### config.mk
export PLATFORM = sky130hd
export DESIGN_NAME = mem_port_arbiter
export DESIGN_NICKNAME = d
export VERILOG_FILES = /design/src/rtl/mem_port_arbiter.sv
export SDC_FILE = /design/constraint.sdc
export NUM_CORES = 1
export LEC_CHECK = 0
export BUFFER_PORTS_ARGS = -buffer_cell sky130_fd_sc_hd__buf_4
export CORE_MARGIN = 1
export CORE_UTILIZATION = 40
export CTS_CLUSTER_DIAMETER = 50
export DETAILED_ROUTE_END_ITERATION = 16
export PLACE_DENSITY = 0.81
export SLEW_MARGIN = 30
export SYNTH_ARGS = -nofsm -noshare
export SYNTH_HDL_FRONTEND = slang
export SYNTH_SLANG_ARGS = --single-unit
### constraint.sdc
create_clock -name CLK -period 2.81 [get_ports CLK]
set_clock_uncertainty 0.2 [all_clocks]
set_input_delay 0.1405 -clock CLK [delete_from_list [all_inputs] [get_ports CLK]]
set_output_delay 0.1405 -clock CLK [all_outputs]
set_load 0.01 [all_outputs]
### src/rtl/mem_port_arbiter.sv
// mem_port_arbiter: shares one single-port memory between the instruction-fetch
// port and the data (load/store) port. Each access runs through a fixed-latency
// wait-state FSM: one issue cycle (mem_en + gnt), MEM_LAT-1 further wait
// cycles, then one RESP cycle carrying the owner's valid pulse.
//
// Handshake: a requester raises req with its address/data fields and holds
// them until its valid pulse. gnt pulses in the cycle the access is issued to
// memory; valid pulses once when load data is ready or a store has completed.
// The requester drops req in its valid cycle; a req seen during RESP is ignored.
module mem_port_arbiter #(
    parameter int AW      = 16,
    parameter int DW      = 16,
    parameter int MEM_LAT = 2
) (
    input  logic          CLK,
    input  logic          RESET,
    input  logic          if_req,
    input  logic [AW-1:0] if_addr,
    output logic          if_gnt,
    output logic          if_valid,
    output logic [DW-1:0] if_rdata,
    input  logic          d_req,
    input  logic          d_we,
    input  logic          d_memc,
    input  logic [AW-1:0] d_addr,
    input  logic [DW-1:0] d_wdata,
    output logic          d_gnt,
    output logic          d_valid,
    output logic [DW-1:0] d_rdata,
    output logic          mem_en,
    output logic          mem_we,
    output logic          mem_memc,
    output logic [AW-1:0] mem_addr,
    output logic [DW-1:0] mem_wdata,
    input  logic [DW-1:0] mem_rdata,
    output logic          cpu_stall,
    output logic [1:0]    dbg_state
);

    typedef enum logic [1:0] {
        ST_IDLE = 2'd0,
        ST_BUSY = 2'd1,
        ST_RESP = 2'd2
    } state_t;

    typedef enum logic {
        OWN_FETCH = 1'b0,
        OWN_DATA  = 1'b1
    } owner_t;

    // Counter value at which mem_rdata is valid and gets captured.
    localparam logic [3:0] LAST_CNT = 4'(MEM_LAT - 1);

    state_t          r_state;
    state_t          w_next_state;
    owner_t          r_last_owner;
    owner_t          w_win;
    logic            w_issue;
    logic            w_done;
    logic [3:0]      r_cnt;
    logic            r_mem_en;
    logic            r_mem_we;
    logic            r_mem_memc;
    logic [AW-1:0]   r_mem_addr;
    logic [DW-1:0]   r_mem_wdata;
    logic            r_if_gnt;
    logic            r_d_gnt;
    logic            r_if_valid;
    logic            r_d_valid;
    logic [DW-1:0]   r_if_rdata;
    logic [DW-1:0]   r_d_rdata;

    // State register.
    always_ff @(posedge CLK) begin
        if (!RESET) begin
            r_state <= ST_IDLE;
        end else begin
            r_state <= w_next_state;
        end
    end

    // Next-state logic, winner selection and issue/completion strobes.
    always_comb begin
        w_next_state = r_state;
        w_issue      = 1'b0;
        w_done       = 1'b0;
        w_win        = OWN_FETCH;
        case (r_state)
            ST_IDLE: begin
                if (if_req || d_req) begin
                    w_issue      = 1'b1;
                    w_next_state = ST_BUSY;
                    // Under contention the port that did not own the last access wins.
                    if (d_req && (!if_req || r_last_owner == OWN_FETCH)) begin
                        w_win = OWN_DATA;
                    end
                end
            end
            ST_BUSY: begin
                if (r_cnt == LAST_CNT) begin
                    w_done       = 1'b1;
                    w_next_state = ST_RESP;
                end
            end
            ST_RESP: begin
                w_next_state = ST_IDLE;
            end
            default: begin
                w_next_state = ST_IDLE;
            end
        endcase
    end

    // Registered memory bus, grant/valid pulses, wait counter and read-data capture.
    always_ff @(posedge CLK) begin
        if (!RESET) begin
            r_last_owner <= OWN_FETCH;
            r_cnt        <= 4'd0;
            r_mem_en     <= 1'b0;
            r_mem_we     <= 1'b0;
            r_mem_memc   <= 1'b0;
            r_mem_addr   <= '0;
            r_mem_wdata  <= '0;
            r_if_gnt     <= 1'b0;
            r_d_gnt      <= 1'b0;
            r_if_valid   <= 1'b0;
            r_d_valid    <= 1'b0;
            r_if_rdata   <= '0;
            r_d_rdata    <= '0;
        end else begin
            r_mem_en   <= w_issue;
            r_if_gnt   <= w_issue && (w_win == OWN_FETCH);
            r_d_gnt    <= w_issue && (w_win == OWN_DATA);
            r_if_valid <= w_done && (r_last_owner == OWN_FETCH);
            r_d_valid  <= w_done && (r_last_owner == OWN_DATA);
            if (w_issue) begin
                r_last_owner <= w_win;
                r_cnt        <= 4'd0;
                if (w_win == OWN_DATA) begin
                    r_mem_addr  <= d_addr;
                    r_mem_we    <= d_we;
                    r_mem_memc  <= d_memc;
                    r_mem_wdata <= d_wdata;
                end else begin
                    r_mem_addr  <= if_addr;
                    r_mem_we    <= 1'b0;
                    r_mem_memc  <= 1'b0;
                    r_mem_wdata <= '0;
                end
            end else if (r_state == ST_BUSY && !w_done) begin
                r_cnt <= r_cnt + 4'd1;
            end
            if (w_done) begin
                if (r_last_owner == OWN_FETCH) begin
                    r_if_rdata <= mem_rdata;
                end else if (!r_mem_we) begin
                    r_d_rdata <= mem_rdata;
                end
            end
        end
    end

    assign if_gnt    = r_if_gnt;
    assign if_valid  = r_if_valid;
    assign if_rdata  = r_if_rdata;
    assign d_gnt     = r_d_gnt;
    assign d_valid   = r_d_valid;
    assign d_rdata   = r_d_rdata;
    assign mem_en    = r_mem_en;
    assign mem_we    = r_mem_we;
    assign mem_memc  = r_mem_memc;
    assign mem_addr  = r_mem_addr;
    assign mem_wdata = r_mem_wdata;
    assign dbg_state = r_state;

    // Stall while either port has a request that has not yet seen its valid.
    assign cpu_stall = (if_req & ~r_if_valid) | (d_req & ~r_d_valid);

endmodule

Word-level counts from Yosys, hierarchy flattened
Index checks and enable logic that the tools add are counted.
{"block": "totals", "register_bits": 78}
{"block": "op_classes", "addsub": 1, "eq_ne": 4, "muxes": 14, "bitwise_logic": 9, "n_reduce_logical": 15}
{"cell": "$mux 16", "n": 2}
{"cell": "$mux 1", "n": 9}
{"cell": "$logic_and 1x1->1", "n": 6}
{"cell": "$not 1->1", "n": 6}
{"cell": "$add 4x1->4 const B", "n": 1}
{"cell": "$eq 4x1->1 const B", "n": 1}
{"cell": "$mux 2", "n": 2}
{"cell": "$ne 2x2->1 const B", "n": 2}
{"cell": "$pmux 2 s2", "n": 1}
{"cell": "$reduce_and 2->1", "n": 2}
{"cell": "$reduce_and 3->1", "n": 1}
{"cell": "$and 1x1->1", "n": 2}
{"cell": "$eq 2x1->1 const B", "n": 1}
{"cell": "$logic_not 1->1", "n": 2}
{"cell": "$logic_not 2->1", "n": 1}
{"cell": "$logic_or 1x1->1", "n": 2}
{"cell": "$reduce_or 2->1", "n": 1}
{"cell": "$or 1x1->1", "n": 1}

Longest topological paths before layout
Gate-level depths: netlist (run 1).
{"block": "depth", "ltp_word": 8, "depth_mapped": 7, "depth_no_buf": 5}

Least setup slack after synthesis (run 1)
Ideal clock, no wire load.
{"block": "synth_timing", "kind": "flip-flop to flip-flop", "from": "reg r_cnt[0]", "to": "reg r_if_rdata[0] (netlist: if_rdata[0])", "setup_time_ns": 0.072, "arrival_ns": 1.703, "path_slack_ns": 0.836, "stages_incl_launch_ff": 6, "period_less_slack_ns": 1.974, "path_cell_list": "dfxtp_1 ha_1 or3b_1 nor3_4 buf_4 mux2i_1"}
{"block": "synth_via", "elab_chain_len": 4}
{"element": "start, declared", "line_no": "60", "text": "logic [3:0] r_cnt;"}
{"element": "start signal, assigned", "line_no": "151", "text": "r_cnt <= r_cnt + 4'd1;"}
{"element": "$eq 4x1->1", "line_no": "100", "text": "if (r_cnt == LAST_CNT) begin"}
{"element": "$mux 1", "line_no": "100"}
{"element": "$mux 1", "line_no": "88", "text": "case (r_state)"}
{"element": "$reduce_and 2->1 (no line)"}
{"element": "end signal, assigned", "line_no": "155", "text": "r_if_rdata <= mem_rdata;"}
{"element": "end, declared", "line_no": "70", "text": "logic [DW-1:0] r_if_rdata;"}
Every way passes these cells.
A chain may end at the register's enable or synchronous reset.

Final worst setup path (run 1)
{"block": "layout_timing", "from": "in if_req", "to": "reg r_mem_addr[8] (netlist: mem_addr[8])"}
{"block": "layout_via", "elab_chain_len": 7, "word_cells_on_any_way": 10}
{"element": "start, declared", "line_no": "17", "text": "input logic if_req,"}
{"element": "$logic_not 1->1", "line_no": "94", "text": "if (d_req && (!if_req || r_last_owner == OWN_FETCH)) begin"}
{"element": "$logic_or 1x1->1", "line_no": "94"}
{"element": "$logic_and 1x1->1", "line_no": "94"}
{"element": "$mux 1", "line_no": "94"}
{"element": "$mux 1", "line_no": "90", "text": "if (if_req || d_req) begin"}
{"element": "$mux 1", "line_no": "88"}
{"element": "$mux 16", "line_no": "139", "text": "if (w_win == OWN_DATA) begin"}
{"element": "end signal, assigned", "line_no": "140", "text": "r_mem_addr <= d_addr;"}
{"element": "end signal, assigned", "line_no": "145", "text": "r_mem_addr <= if_addr;"}
{"element": "end, declared", "line_no": "64", "text": "logic [AW-1:0] r_mem_addr;"}
Several ways; a longest one is shown, not always the timed one.

==> out/results.txt, run 1 <==
Status = finished clean
I/O pin count = 144
Max-slew violations = 0
CTS buffer count = 9
Cell Int Power = 1940 uW
Average wire per standard cell = 15.1 um
Top-count cell post-synth = dfxtp_1
Leak Pwr = 0.00228 uW
Initial Util = 42.3%
Post-synth EDFFs = 0
Std cell rows = 30
Layout cells sized above 1 = 34.7%
# port buffers = 143
Worst Hold Path Cells = 4
Data required, critical path = 2830 ps
Total negative setup slack = 0 ps
Worst path slowest cell = dlygate4sd3_1
Via/cell ratio = 4.88
# DRC = 0
CP top delay family = buffers and inverters
Sequential area share after synthesis = 53.5%
Wirelength, routed = 8800 um
DRT Pass-1 Iters = 4
Comb power frac = 20.6%
CP Depth = 7
Final Util = 69.9%
Crit path buf inv count = 4
Crit Path Max Fanout = 30
Main synth FF type = dfxtp_1
Clk sinks = 78
CP endpoint kind = flip-flop
Rel. slew slack = 57.3%
Synth top area cells = dfxtp_1, mux2i_1, nand2_1, a221o_1, a22o_1
Reg2reg path depth = 6
Finish-stage setup viols = 0
CTS tree = yes
Fin crit share = 90.7%
Worst-case clock buffer depth = 2
Cell Chain, Critical Path = dlygate4sd3_1 > buf_4 > nor2_1 > o31a_1 > buf_4 > a221o_1 > dlygate4sd3_1
Max Freq = 0.392 GHz
Vias = 2846
Postcts setup bufs = 0
#FFs+latches synth = 78
Width of the die = 87.4 um
Clk network pwr share = 32.1%
Post-Syn Nets = 357
Setup slack after layout = 261 ps
Crit path DAT = 2570 ps
RSZ-0062 raised after global routing = false
Placed cell count = 509
Psw = 679 uW
Synth Area per Inst = 10.2 sq um
Clk pin slew, worst setup/hold paths = 80 ps
Flop pwr share = 47.3%
Core ar. = 6910 sq um
Die H = 87.4 um
Unique cell type count in the Yosys netlist = 34
Tightest Pin Transition = 639 ps
Yosys warns = 0
Final ANT Viol Nets = 0
First DRT Iteration DRCs = 76
Commonest cells in the netlist = dfxtp_1, nand2_1, mux2i_1, a22o_1, nor3_1
Sw frac = 26.0%
Yosys top cell area share = 53.5%
Place WS = 824 ps
Mapped Cells = 285
Die Area = 7640 sq um
Clock root buffer master = clkbuf_8
Worst skew pair latency = 330 ps
Area leader, netlist = dfxtp_1
Hold-fix buffers at CTS = 58
Startpoint types = input port
Maximum VDD drop = 0.271 mV
Power density over the cells = 542 nW/um^2
Max-Cap Viols = 0
HPWL Detailed = 5600 um
Vias in the first global route = 2924
Pin count of the biggest net entering global routing = 53
Area growth, synth to finish = 65.3%
Filler cells = 541
Final non-filler cell total = 583
Ys async rst share = 0%
Post-cts gate resize count = 0
Grt ovf = 0
Slowest stage delay, CP = 560 ps
Setup Crit Path Kind = in -> reg
Global-route wire length before repair = 13300 um
Tmin final = 2550 ps
Mapped cell area = 2920 sq um
Final number of hold-violating endpoints = 0
Diode count = 0
GPL Wtd Cong = 0.743
H-Tree Depth = 3
Total track usage = 22.7%
Worst min-delay path category = in -> reg
Initial antenna violation count = 0
Layout Nets = 554
-- final timing paths --
check                             startpoint          end  slack, ps
worst min-delay path              if_addr[2]  mem_addr[2]         20
worst min register to register   if_rdata[1]  if_rdata[1]        260
worst max register to register  dbg_state[1]  mem_addr[8]        300
worst max-delay path                  if_req  mem_addr[8]        260
-- stage by stage --
step | hold WS [ps] | cell area, sq um | total power (uW)
floorplan | 66.2 | 2920 | 1490
global placement | 149 | 4050 | 1700
detailed placement | 155 | 4050 | 1720
CTS | 0.480 | 4830 | 2630
global route | 22.4 | 4830 | 2730
finish | 16.4 | 4830 | 2620
-- power groups by stage --
stage	combinational [uW]	clock, uW	sequential (uW)
final	539	839	1240
after global routing	579	898	1250
after CTS	533	857	1240
after detailed placement	457	0	1260
after global placement	446	0	1260
after floorplan	205	0	1280
-- worst min-delay path, delay by kind of cell --
kind | cells | cell delay, ps
compound gates | 1 | 140
buf+inv | 1 | 80
simple gates | 2 | 160
-- cell usage in the layout, fill, tap and decap left out, types with 3 or more instances in the layout --
master         netlist  routed
nor3_1              17      17
dfxtp_1             78      78
a22o_1              18      18
nor2_1               3       3
dlygate4sd3_1        0      58
nor2b_1              3       3
a221o_1             16      16
mux2i_1             32      32
a21oi_1              3       3
clkinv_2             0       3
clkbuf_8             0      11
nand2_1             64      64
buf_4                2     151
-- logic make-up (layout without fill, tap and decap cells) --
group / count (synthesis) / in the layout / synth area share (%)
xor gates and xnor gates: 1 / 1 / 0.300
and+or+nand+nor: 99 / 99 / 15.4
adders and majority gates: 2 / 2 / 0.857
muxes: 32 / 32 / 11.0
AOI/OAI and AO/OA: 47 / 47 / 14.2
DFF: 78 / 78 / 53.5
buffers and inverters: 26 / 228 / 4.76
-- state kept, by name (all words and copies together) (netlist names), 2 cells and up --
| register | flops |
|---|---|
| if_rdata | 16 |
| r_cnt | 4 |
| mem_addr | 16 |
| mem_wdata | 16 |
| dbg_state | 2 |
| d_rdata | 16 |
-- routing by layer --
metal  up-vias  GRT usage, %  part of all wire, %
li1       1399             -                    -
met1      1332          24.3                   38
met5         -             0                    0
met3        23          3.98                  4.0
met2        92          42.0                   55
met4         0          12.5                  2.9
-- area by class of cell --
type / count / area (sq um) / area share [%]
clock buffers: 12 / 155 / 3.21
clock inverters: 4 / 45.0 / 0.933
inverters: 3 / 11.3 / 0.233
multi-input cells: 181 / 1220 / 25.3
flip-flops and latches: 78 / 1560 / 32.4
well taps: 96 / 120 / 2.49
repair buffers: 209 / 1710 / 35.5
No activity file was read; power rests on OpenSTA's default activity.
==> run 2, diff against run 1 <==
==> constraint.sdc (replaced) <==
create_clock -name CLK -period 2.8 [get_ports CLK]
set_clock_uncertainty 0.2 [all_clocks]
set_input_delay 0.14 -clock CLK [delete_from_list [all_inputs] [get_ports CLK]]
set_output_delay 0.14 -clock CLK [all_outputs]
set_load 0.01 [all_outputs]
==> run 2 against run 1 <==
Compared with the run above:
- non-clock buffer count did not move
- critical path depth did not move
- first-iteration DRC count rose by 58%
- clock power rose by 8.1%
- highest routed layer unchanged
- register-to-register slack got worse by 20 ps
- sequential share of layout area fell by 0.10 points
- final cell count did not move
- total power rose by 2.8%
- worst setup slack improved by 13 ps
- via count rose by 2.4%
- critical path type unchanged
==> out/results.txt, run 2 (synthesis results as in run 1) <==
Core ar. = 6910 sq um
Final number of hold-violating endpoints = 0
Worst Hold Path Cells = 4
Met3 Wirelength = 364 um
Most frequent cells in the layout = buf_4, dfxtp_1, nand2_1, dlygate4sd3_1, mux2i_1
FF-to-FF setup slack = 280 ps
Filler cells = 528
Data required, critical path = 2830 ps
Area growth, synth to finish = 65.8%
DR top layer = met4
Via/cell ratio = 5.00
Met1 wire length = 3320 um
Total track usage = 22.6%
CTS tree = yes
Max Freq = 0.396 GHz
Worst min-delay path category = in -> reg
Final Util = 70.1%
Fin crit share = 90.2%
Layout cells sized above 1 = 34.5%
Hold Startpoint = if_addr[12]
Max-slew violations = 0
Grt ovf = 0
Tightest Pin Transition = 615 ps
Clk sinks = 78
Die Area = 7640 sq um
Setup Crit Path Kind = in -> reg
Rel. slew slack = 58.9%
Tmin final = 2530 ps
Max-Cap Viols = 0
# DRC = 0
Total negative setup slack = 0 ps
Pin count of the biggest net entering global routing = 53
Initial antenna violation count = 0
Most common cell after layout, fill and taps aside = buf_4
Reg2reg path depth = 6
Vias in the first global route = 2879
Diode count = 0
Leak Pwr = 0.00229 uW
Crit Path Max Fanout = 30
I/O pin count = 144
WL met2 = 4680 um
Final ANT Viol Nets = 0
Vias = 2914
HPWL Detailed = 5540 um
Global-route wire length before repair = 13300 um
CP endpoint kind = flip-flop
Average wire per standard cell = 14.8 um
Startpoint types = input port
Layout Nets = 554
H-Tree Depth = 3
# port buffers = 143
First DRT Iteration DRCs = 120
Die H = 87.4 um
Crit path DAT = 2550 ps
Clk pin slew, worst setup/hold paths = 80 ps
Std cell rows = 30
Worst-case clock buffer depth = 2
Hold EP = mem_addr[12]
Finish-stage setup viols = 0
Worst skew pair latency = 330 ps
FF-to-FF End = mem_addr[11]
Initial Util = 42.3%
Wirelength, routed = 8630 um
Power density over the cells = 556 nW/um^2
GPL Wtd Cong = 0.742
DRT Pass-1 Iters = 4
Status = finished clean
CTS buffer count = 9
RSZ-0062 raised after global routing = false
Clock root buffer master = clkbuf_8
Maximum VDD drop = 0.381 mV
Reg2Reg Launch Point = dbg_state[1]
Post-cts gate resize count = 0
Width of the die = 87.4 um
## run 2: cell types whose count changed in the layout (fill, tap and decap cells not counted), sizes merged
cell	change
bufinv	+1
clkinv	-1
## run 2: worst max path at each step
stage          cells past startpoint          from           end
5_1_grt                            6  dbg_state[1]  mem_addr[11]
4_1_cts                            7        if_req   mem_addr[8]
3_3_place_gp                       5      r_cnt[0]    d_rdata[1]
6_report                           7        if_req   mem_addr[8]
2_1_floorplan                      5      r_cnt[0]   if_rdata[0]
3_5_place_dp                       5      r_cnt[0]   d_rdata[14]
## run 2: worst max-delay path, cell delays in order
cell and delay [ps]:
dlygate4sd3_1 530, buf_4 240, nor2_1 100, o31a_1 330, buf_4 270, a221o_1 370, dlygate4sd3_1 550
## run 2: what timing repair did
item	4_1_cts	5_1_grt
buffers inserted	0	0
hold buffers	58	0
hold endpoints to repair	68	0
## run 2: per-layer routing
layer	vias to the layer above	track usage, %
li1	1401	-
met4	0	12.4
met3	27	4.08
met5	-	0
met1	1392	24.7
met2	94	41.0
## run 2: final cells by class
type                            count  area, sq um  area share (%)
Clock buffer                       12          145            3.00
Clock inverter                      4         70.1            1.45
Inverter                            3         11.3           0.233
Multi-Input combinational cell    181         1220            25.2
Sequential cell                    78         1560            32.3
Tap cell                           96          120            2.48
Timing Repair Buffer              209         1710            35.4
## run 2: power by group
group	total, uW	internal (uW)	switching [uW]	leakage [uW]
Sequential	1240	1190	55.4	0.000635
Clock	907	525	382	0.000110
Combinational	539	299	240	0.00154
Total	2690	2010	677	0.00229
## run 2: stage by stage
step | setup slack (ps) | hold slack, ps | total power [uW] | cell area, sq um | instances
finish | 274 | 6.98 | 2690 | 4840 | 583
global route | 162 | 43.5 | 2810 | 4840 | 583
CTS | 295 | 3.14 | 2690 | 4840 | 583
detailed placement | 819 | 154 | 1730 | 4050 | 509
floorplan | 826 | 65.7 | 1490 | 2920 | 285
global placement | 860 | 149 | 1710 | 4050 | 509
==> run 3, diff against run 2 <==
--- a/config.mk
+++ b/config.mk
@@ -5,12 +5,12 @@
 export SDC_FILE = /design/constraint.sdc
 export NUM_CORES = 1
 export LEC_CHECK = 0
-export BUFFER_PORTS_ARGS = -buffer_cell sky130_fd_sc_hd__buf_4
+export BUFFER_PORTS_ARGS = -buffer_cell sky130_fd_sc_hd__buf_2
 export CORE_MARGIN = 1
-export CORE_UTILIZATION = 40
+export CORE_UTILIZATION = 30
 export CTS_CLUSTER_DIAMETER = 50
 export DETAILED_ROUTE_END_ITERATION = 16
-export PLACE_DENSITY = 0.81
+export PLACE_DENSITY = 0.66
 export SLEW_MARGIN = 30
 export SYNTH_ARGS = -nofsm -noshare
 export SYNTH_HDL_FRONTEND = slang
==> run 3 against run 2 <==
Compared with the run above:
- clock power shrank 15%
- hold slack gained 35 ps
- final area shrank 6.1%
- utilization shrank 21 points
- global-route usage shrank 6.0 points
- maximum frequency grew 1.7%
- sequential power is essentially flat
- worst setup slack gained 41 ps
==> out/results.txt, run 3 (synthesis results as in run 1) <==
Width of the die = 101 um
I/O pin count = 144
Startpoint types = flip-flop
Worst skew pair latency = 330 ps
Wirelength, routed = 8390 um
Hold Startpoint = if_req
Via/cell ratio = 4.58
Power density over the cells = 548 nW/um^2
Setup Crit Path Kind = reg -> reg
H-Tree Depth = 3
# port buffers = 143
Most frequent cells in the layout = buf_2, dfxtp_1, nand2_1, dlygate4sd3_1, mux2i_1
Area of the multi-input gates = 1220 sq um
Clk sinks = 78
DRT Pass-1 Iters = 4
Die H = 101 um
CTS buffer count = 9
Std cell rows = 35
Leak Pwr = 0.00224 uW
Maximum VDD drop = 0.289 mV
Rel. slew slack = 43.3%
Global-route wire length before repair = 13100 um
FF-to-FF End = mem_addr[8]
Die Area = 10100 sq um
Finish-stage setup viols = 0
CTS tree = yes
Tightest Pin Transition = 851 ps
Pin count of the biggest net entering global routing = 52
FF-to-FF setup slack = 310 ps
Core ar. = 9330 sq um
Diode count = 0
Most common cell after layout, fill and taps aside = buf_2
Tmin final = 2490 ps
Crit path DAT = 2570 ps
Max-Cap Viols = 0
Data required, critical path = 2880 ps
Grt ovf = 0
Layout Nets = 559
Final Util = 48.7%
Worst min-delay path category = in -> reg
Max Freq = 0.402 GHz
# DRC = 0
Status = finished clean
Reg2Reg Launch Point = dbg_state[1]
Crit Path Max Fanout = 20
Worst Hold Path Cells = 3
Max-slew violations = 0
Final number of hold-violating endpoints = 0
Area growth, synth to finish = 55.7%
CP endpoint kind = flip-flop
RSZ-0062 raised after global routing = false
First DRT Iteration DRCs = 89
Filler cells = 898
Total track usage = 16.6%
Initial antenna violation count = 0
Reg2reg path depth = 6
Initial Util = 31.3%
Clk pin slew, worst setup/hold paths = 80 ps
Hold EP = if_gnt
Fin crit share = 88.8%
GPL Wtd Cong = 0.735
Average wire per standard cell = 13.5 um
HPWL Detailed = 5500 um
Total negative setup slack = 0 ps
Layout cells sized above 1 = 34.6%
Vias in the first global route = 2774
Worst-case clock buffer depth = 2
Vias = 2844
Final ANT Viol Nets = 0
Register area = 1560 sq um
Clock root buffer master = clkbuf_8
run 3: cell types whose count changed in the layout (fill, tap and decap cells not counted):
cell | before | now
buf_2 | 0 | 143
buf_4 | 151 | 8
dlygate4sd3_1 | 58 | 63
bufinv_16 | 2 | 0
clkbuf_1 | 2 | 0
clkinvlp_4 | 0 | 2
clkbuf_8 | 10 | 11
clkinv_4 | 0 | 1
run 3: worst max-delay path, cell delays in order (launching register included):
cell and delay, ps:
dfxtp_1 380, or3b_1 380, buf_4 220, a211oi_4 240, buf_4 280, a221o_1 180, dlygate4sd3_1 560
run 3: metrics by stage:
stage / instances / hold WS, ps / power (uW) / setup WS, ps / instance area [sq um]
after floorplan: 285 / 65.7 / 1490 / 826 / 2920
after global placement: 542 / 148 / 1650 / 701 / 3730
after detailed placement: 542 / 155 / 1660 / 656 / 3730
after CTS: 621 / 9.55 / 2520 / 345 / 4540
after global routing: 621 / 23.6 / 2630 / 202 / 4540
final: 621 / 41.6 / 2490 / 315 / 4540
run 3: what timing repair did:
action,CTS,global route
hold buffers,63,0
endpoints found under the hold margin,67,0
buffers inserted,0,0
gates resized for setup,0,0
run 3: layer usage:
metal	GRT usage, %	part of all wire (%)	vias to the layer above
li1	-	-	1414
met2	28.6	53	82
met3	4.30	4.3	15
met1	19.6	41	1333
met5	0	0	-
met4	6.80	1.9	0
run 3: layout make-up:
| cell class | instances | share of cell area (%) |
|---|---|---|
| timing repair buffer | 214 | 30.9 |
| inverter | 3 | 0.248 |
| tap | 129 | 3.55 |
| multi-input combinational | 181 | 26.8 |
| clock inverter | 5 | 0.743 |
| clock buffer | 11 | 3.33 |
| sequential | 78 | 34.4 |
run 3: power breakdown:
| part | total [uW] | switching, uW | internal, uW |
|---|---|---|---|
| clock | 767 | 398 | 369 |
| combinational | 484 | 235 | 249 |
| sequential | 1240 | 53.3 | 1190 |
run 3: worst max-delay path by stage:
| stage | slack (ps) | to | from |
|---|---|---|---|
| after floorplan | 830 | if_rdata[0] | r_cnt[0] |
| after global placement | 700 | mem_addr[15] | if_req |
| after detailed placement | 660 | mem_addr[15] | if_req |
| after CTS | 350 | mem_addr[3] | d_req |
| after global routing | 200 | mem_addr[4] | dbg_state[1] |
| final | 310 | mem_addr[8] | dbg_state[1] |
